File: config.mk
export PLATFORM = sky130hd
export DESIGN_NAME = sram_bridge
export DESIGN_NICKNAME = d
export VERILOG_FILES = /design/src/rtl/sram_bridge_pkg.sv /design/src/rtl/sram_wait_counter.sv /design/src/rtl/sram_bridge.sv
export SDC_FILE = /design/constraint.sdc
export NUM_CORES = 1
export LEC_CHECK = 0
export ABC_AREA = 0
export CORE_ASPECT_RATIO = 0.7
export CORE_MARGIN = 8
export CORE_UTILIZATION = 25
export CTS_BUF_LIST = sky130_fd_sc_hd__clkbuf_4
export CTS_CLUSTER_DIAMETER = 80
export DETAILED_ROUTE_END_ITERATION = 8
export GPL_TIMING_DRIVEN = 0
export PLACE_DENSITY = 0.56
export SYNTH_ARGS = -nofsm -noshare
export SYNTH_HDL_FRONTEND = slang
export SYNTH_SLANG_ARGS = --single-unit
File: constraint.sdc
create_clock -name clk_i -period 4.6 [get_ports clk_i]
set_clock_uncertainty 0.2 [all_clocks]
set_input_delay 0.69 -clock clk_i [delete_from_list [all_inputs] [get_ports clk_i]]
set_output_delay 0.69 -clock clk_i [all_outputs]
set_load 0.05 [all_outputs]
File: src/rtl/sram_bridge_pkg.sv
// Shared types and defaults for the asynchronous SRAM bridge.
package sram_bridge_pkg;

  typedef enum logic [1:0] {
    StIdle,
    StAccess,
    StAck,
    StRecover
  } state_e;

  localparam int unsigned WaitCyclesDefault = 4;
  localparam logic [7:0]  BankDefault       = 8'h00;
  localparam int unsigned CntW              = 4;

endpackage

File: src/rtl/sram_wait_counter.sv
// Access-length down-counter: load on accept, count down while an access runs.
module sram_wait_counter
  import sram_bridge_pkg::*;
(
  input  logic            clk_i,
  input  logic            res_i,
  input  logic            load_i,
  input  logic [CntW-1:0] load_val_i,
  input  logic            dec_i,
  output logic            zero_o
);

  logic [CntW-1:0] cnt_q;

  always_ff @(posedge clk_i or negedge res_i) begin
    if (!res_i) begin
      cnt_q <= '0;
    end else if (load_i) begin
      cnt_q <= load_val_i;
    end else if (dec_i && (cnt_q != '0)) begin
      cnt_q <= cnt_q - 1'b1;
    end
  end

  assign zero_o = (cnt_q == '0);

endmodule

File: src/rtl/sram_bridge.sv
// CPU bus to asynchronous SRAM bridge: latch request, fixed-length access, ack, recovery clock.
module sram_bridge
  import sram_bridge_pkg::*;
#(
  parameter int unsigned WAIT_CYCLES = WaitCyclesDefault,
  parameter logic [7:0]  BANK        = BankDefault
) (
  input  logic        clk_i,
  input  logic        res_i,
  input  logic [14:0] adr_i,
  input  logic        we_i,
  input  logic        cyc_i,
  input  logic [1:0]  stb_i,
  input  logic [15:0] dat_i,
  output logic [15:0] dat_o,
  output logic        ack_o,
  output logic [22:0] sram_adr_o,
  input  logic [15:0] sram_dq_i,
  output logic [15:0] sram_dq_o,
  output logic        sram_dq_oe_o,
  output logic        sram_ce_n_o,
  output logic        sram_oe_n_o,
  output logic        sram_we_n_o,
  output logic        sram_lb_n_o,
  output logic        sram_ub_n_o
);

  state_e      state_q, state_d;
  logic [14:0] adr_q;
  logic        we_q;
  logic [1:0]  stb_q;
  logic [15:0] wdat_q;
  logic [15:0] dat_q;
  logic        req;
  logic        accept;
  logic        capture;
  logic        cnt_zero;

  assign req     = cyc_i & (|stb_i);
  assign accept  = (state_q == StIdle) & req;
  assign capture = (state_q == StAccess) & cyc_i & cnt_zero & ~we_q;

  sram_wait_counter u_wait_counter (
    .clk_i      (clk_i),
    .res_i      (res_i),
    .load_i     (accept),
    .load_val_i (CntW'(WAIT_CYCLES - 1)),
    .dec_i      (state_q == StAccess),
    .zero_o     (cnt_zero)
  );

  always_ff @(posedge clk_i or negedge res_i) begin
    if (!res_i) begin
      state_q <= StIdle;
      adr_q   <= '0;
      we_q    <= 1'b0;
      stb_q   <= '0;
      wdat_q  <= '0;
      dat_q   <= '0;
    end else begin
      state_q <= state_d;
      if (accept) begin
        adr_q  <= adr_i;
        we_q   <= we_i;
        stb_q  <= stb_i;
        wdat_q <= dat_i;
      end
      if (capture) begin
        dat_q <= sram_dq_i;
      end
    end
  end

  always_comb begin
    state_d      = state_q;
    sram_ce_n_o  = 1'b1;
    sram_oe_n_o  = 1'b1;
    sram_we_n_o  = 1'b1;
    sram_lb_n_o  = 1'b1;
    sram_ub_n_o  = 1'b1;
    sram_dq_oe_o = 1'b0;
    ack_o        = 1'b0;
    unique case (state_q)
      StIdle: begin
        if (req) state_d = StAccess;
      end
      StAccess: begin
        sram_ce_n_o = 1'b0;
        sram_lb_n_o = ~stb_q[0];
        sram_ub_n_o = ~stb_q[1];
        if (we_q) begin
          // WE rises on the last access clock so data is held past the rising edge.
          sram_dq_oe_o = 1'b1;
          sram_we_n_o  = cnt_zero;
        end else begin
          sram_oe_n_o = 1'b0;
        end
        if (!cyc_i) begin
          state_d = StRecover;
        end else if (cnt_zero) begin
          state_d = StAck;
        end
      end
      StAck: begin
        ack_o   = 1'b1;
        state_d = StRecover;
      end
      StRecover: begin
        state_d = StIdle;
      end
      default: begin
        state_d = StIdle;
      end
    endcase
  end

  assign dat_o      = dat_q;
  assign sram_dq_o  = wdat_q;
  assign sram_adr_o = {BANK, adr_q};

endmodule

==> reports/metrics.cfg <==
[sta]
relSlewSlack_pct = 52.8
drv_slew = 0
tightest_slew_ns = 0.708
finalSetupViolations = 0
finalCritPeriodShare_pct = 72.2
clock.fmax_mhz = 301
rsz0062_at_grt = false
setup-tns-final_ns = 0
fin_crit_ns = 3.32
finalWorstSetupSlack_ns = 1.28
final_hold_viol_count = 0

[yosys]
ys_types = 25
yosysTopAreaCell = dfrtp_1
ys_ff_latch = 56
ys_top_cells_by_area = dfrtp_1 59%, mux2_2 24%, ha_1 3.2%, buf_4 2.5%, nand2_1 1.3%
ys.flop_type = dfrtp_1
syn-cell-area_um2 = 2370
synth-seq-area-share_pct = 59.0
synth_edf_count = 0
avgSynthCellArea_um2 = 14.3
yosysWarningCount = 0
syn_inst = 166
yosysTopAreaCellShare_pct = 59.0
async_flop_share_pct = 100

[critical_path]
cp.arrival_ns = 2.43
cp_data_required_time_ns = 3.71
end_kind = output port
crit_path_start_kind = flip-flop
path_class = reg2out
crit_path_max_fanout = 3
r2r.worst_path.cells = 6

[cts]
cts_buffer_depth = 2
cts_hold_buf = 0
postCtsSetupRepairBufs = 0
clkTransAtPathRegs_ns = 0.16
cts_root_buf = clkbuf_4
cts_tree = built
clkSinkCount = 56
h-tree-depth = 2
clk_latency_ns = 0.38
cts_made_buffers = 5
cts_resized = 0

[routing]
dr.pass1.iters = 4
route.detailed.drc = 0
via_per_inst = 4.00
first_iter_violations = 51
routedWlPerCell_um = 14.6
vias = 1650
ant_nets = 0
wl_mm = 6.03

[pwr]
internal_power_mw = 1.57
seqPwrFrac_pct = 28.9
peakVddDrop_mv = 0.344
p_sw_share_pct = 48.2
combPwrFrac_pct = 62.0
p_per_area_nw_per_um2 = 814
p_sw_mw = 1.46
p_leak_nw = 1.60
clockPowerShare_pct = 9.1

[global_route]
grt_usage_pct = 9.46
grt_pass1_wl_mm = 9.93
antenna_found_initial = 0
grt-ovfl-total = 0
grt_pass1_vias = 1801
grt_max_degree = 31

[layout]
drive_above_1_share_pct = 26.4
syn_to_final_growth_pct = 56.4
diodes = 0
final_common_cell = clkdlybuf4s50_1
layout_common_cells = 105 x clkdlybuf4s50_1, 56 x dfrtp_1, 51 x mux2_2
nets = 346
design_area_um2 = 3710

[floorplanning]
boundaryPins = 115
fp.dieW_um = 132
dieHeight_um = 97.5
placement_rows = 29
core_um2 = 9140
fp.dieArea_um2 = 12900
start_util_pct = 26.0

[placement]
portBuffers = 106
globalplace.congestion = 0.704
dp_slack_ns = 1.70
place_hpwl_mm = 4.80
dpl_cell_area_um2 = 3630

[job]
cap_violations = 0

[hold_path]
hold_path.class = in2async

[status]
status = complete, no violations

final timing paths:
kind                       slack (ns)                      end                     from
min                              0.13                 adr_q[3]                    res_i
max                              1.28              sram_we_n_o  u_wait_counter.cnt_q[0]
max reg2reg                      2.28                 dat_o[3]  u_wait_counter.cnt_q[0]
min in group clk_i               0.32                dat_o[12]                dat_o[12]
max in group asynchronous        3.48  u_wait_counter.cnt_q[0]                    res_i
min reg2reg                      0.32                dat_o[12]                dat_o[12]
power by group through the flow:
stage          combinational, mW  clock, mW  sequential [mW]
2_1_floorplan              0.515          0             1.62
3_3_place_gp                1.89          0            0.875
3_5_place_dp                1.89          0            0.888
4_1_cts                     1.90      0.295            0.878
5_1_grt                     1.97      0.312            0.911
6_report                    1.87      0.276            0.872
kinds of logic after synthesis:
| family | share of synthesized area [%] |
|---|---|
| flops | 59.0 |
| mux | 24.2 |
| simple gates | 5.32 |
| buf+inv | 5.11 |
| compound gates | 1.90 |
| fa+ha+maj | 3.16 |
| xor+xnor | 1.11 |
| other cells | 0.158 |
sequential cells by signal (all words and copies together), names as in the netlist:
signal and cells:
dat_o 16, sram_dq_o 16, u_wait_counter.cnt_q 4, stb_q 2, we_q 1, state_q 2
adr_q 15
final cells by class:
| type | instances | area, µm² |
|---|---|---|
| buffer | 14 | 98.8 |
| tap | 124 | 155 |
| multi-input combinational | 97 | 877 |
| clock buffer | 6 | 45.0 |
| timing repair buffer | 107 | 1080 |
| fill | 894 | 5430 |
| sequential | 56 | 1400 |
| clock inverter | 2 | 35.0 |
| inverter | 6 | 22.5 |
worst max-delay path, stage by stage (launching register included):
cell and delay, ns:
dfrtp_1 0.43, inv_1 0.09, ha_1 0.15, nor3b_1 0.32, nor2_1 0.16, nand2_1 0.10
clkdlybuf4s50_1 0.80
stage by stage:
step                      total power [mW]  std cells  utilization, %  hold WS, ns
final                                 3.02        412            40.6        0.131
after global placement                2.76        403            39.5        0.287
after CTS                             3.07        412            40.6        0.128
after global routing                  3.19        412            40.6        0.147
after detailed placement              2.78        404            39.7        0.295
after floorplan                       2.13        173               -        0.194
layer usage:
layer,global-route usage (%),vias to the layer above,share of wire (%)
met4,2.35,0,0.91
li1,-,792,-
met1,11.0,797,42
met5,0,-,0
met2,14.6,53,46
met3,5.58,8,11
synth_stat cells, types with 2 or more instances:
cell type  number
dfrtp_1        56
mux2_2         51
buf_4           8
nand2_1         8
ha_1            6
inv_1           6
and2_1          4
buf_2           4
xnor2_1         3
a21oi_1         2
nand3_1         2
nor3_1          2
o211ai_1        2
Power figures use the tool's default switching activity.
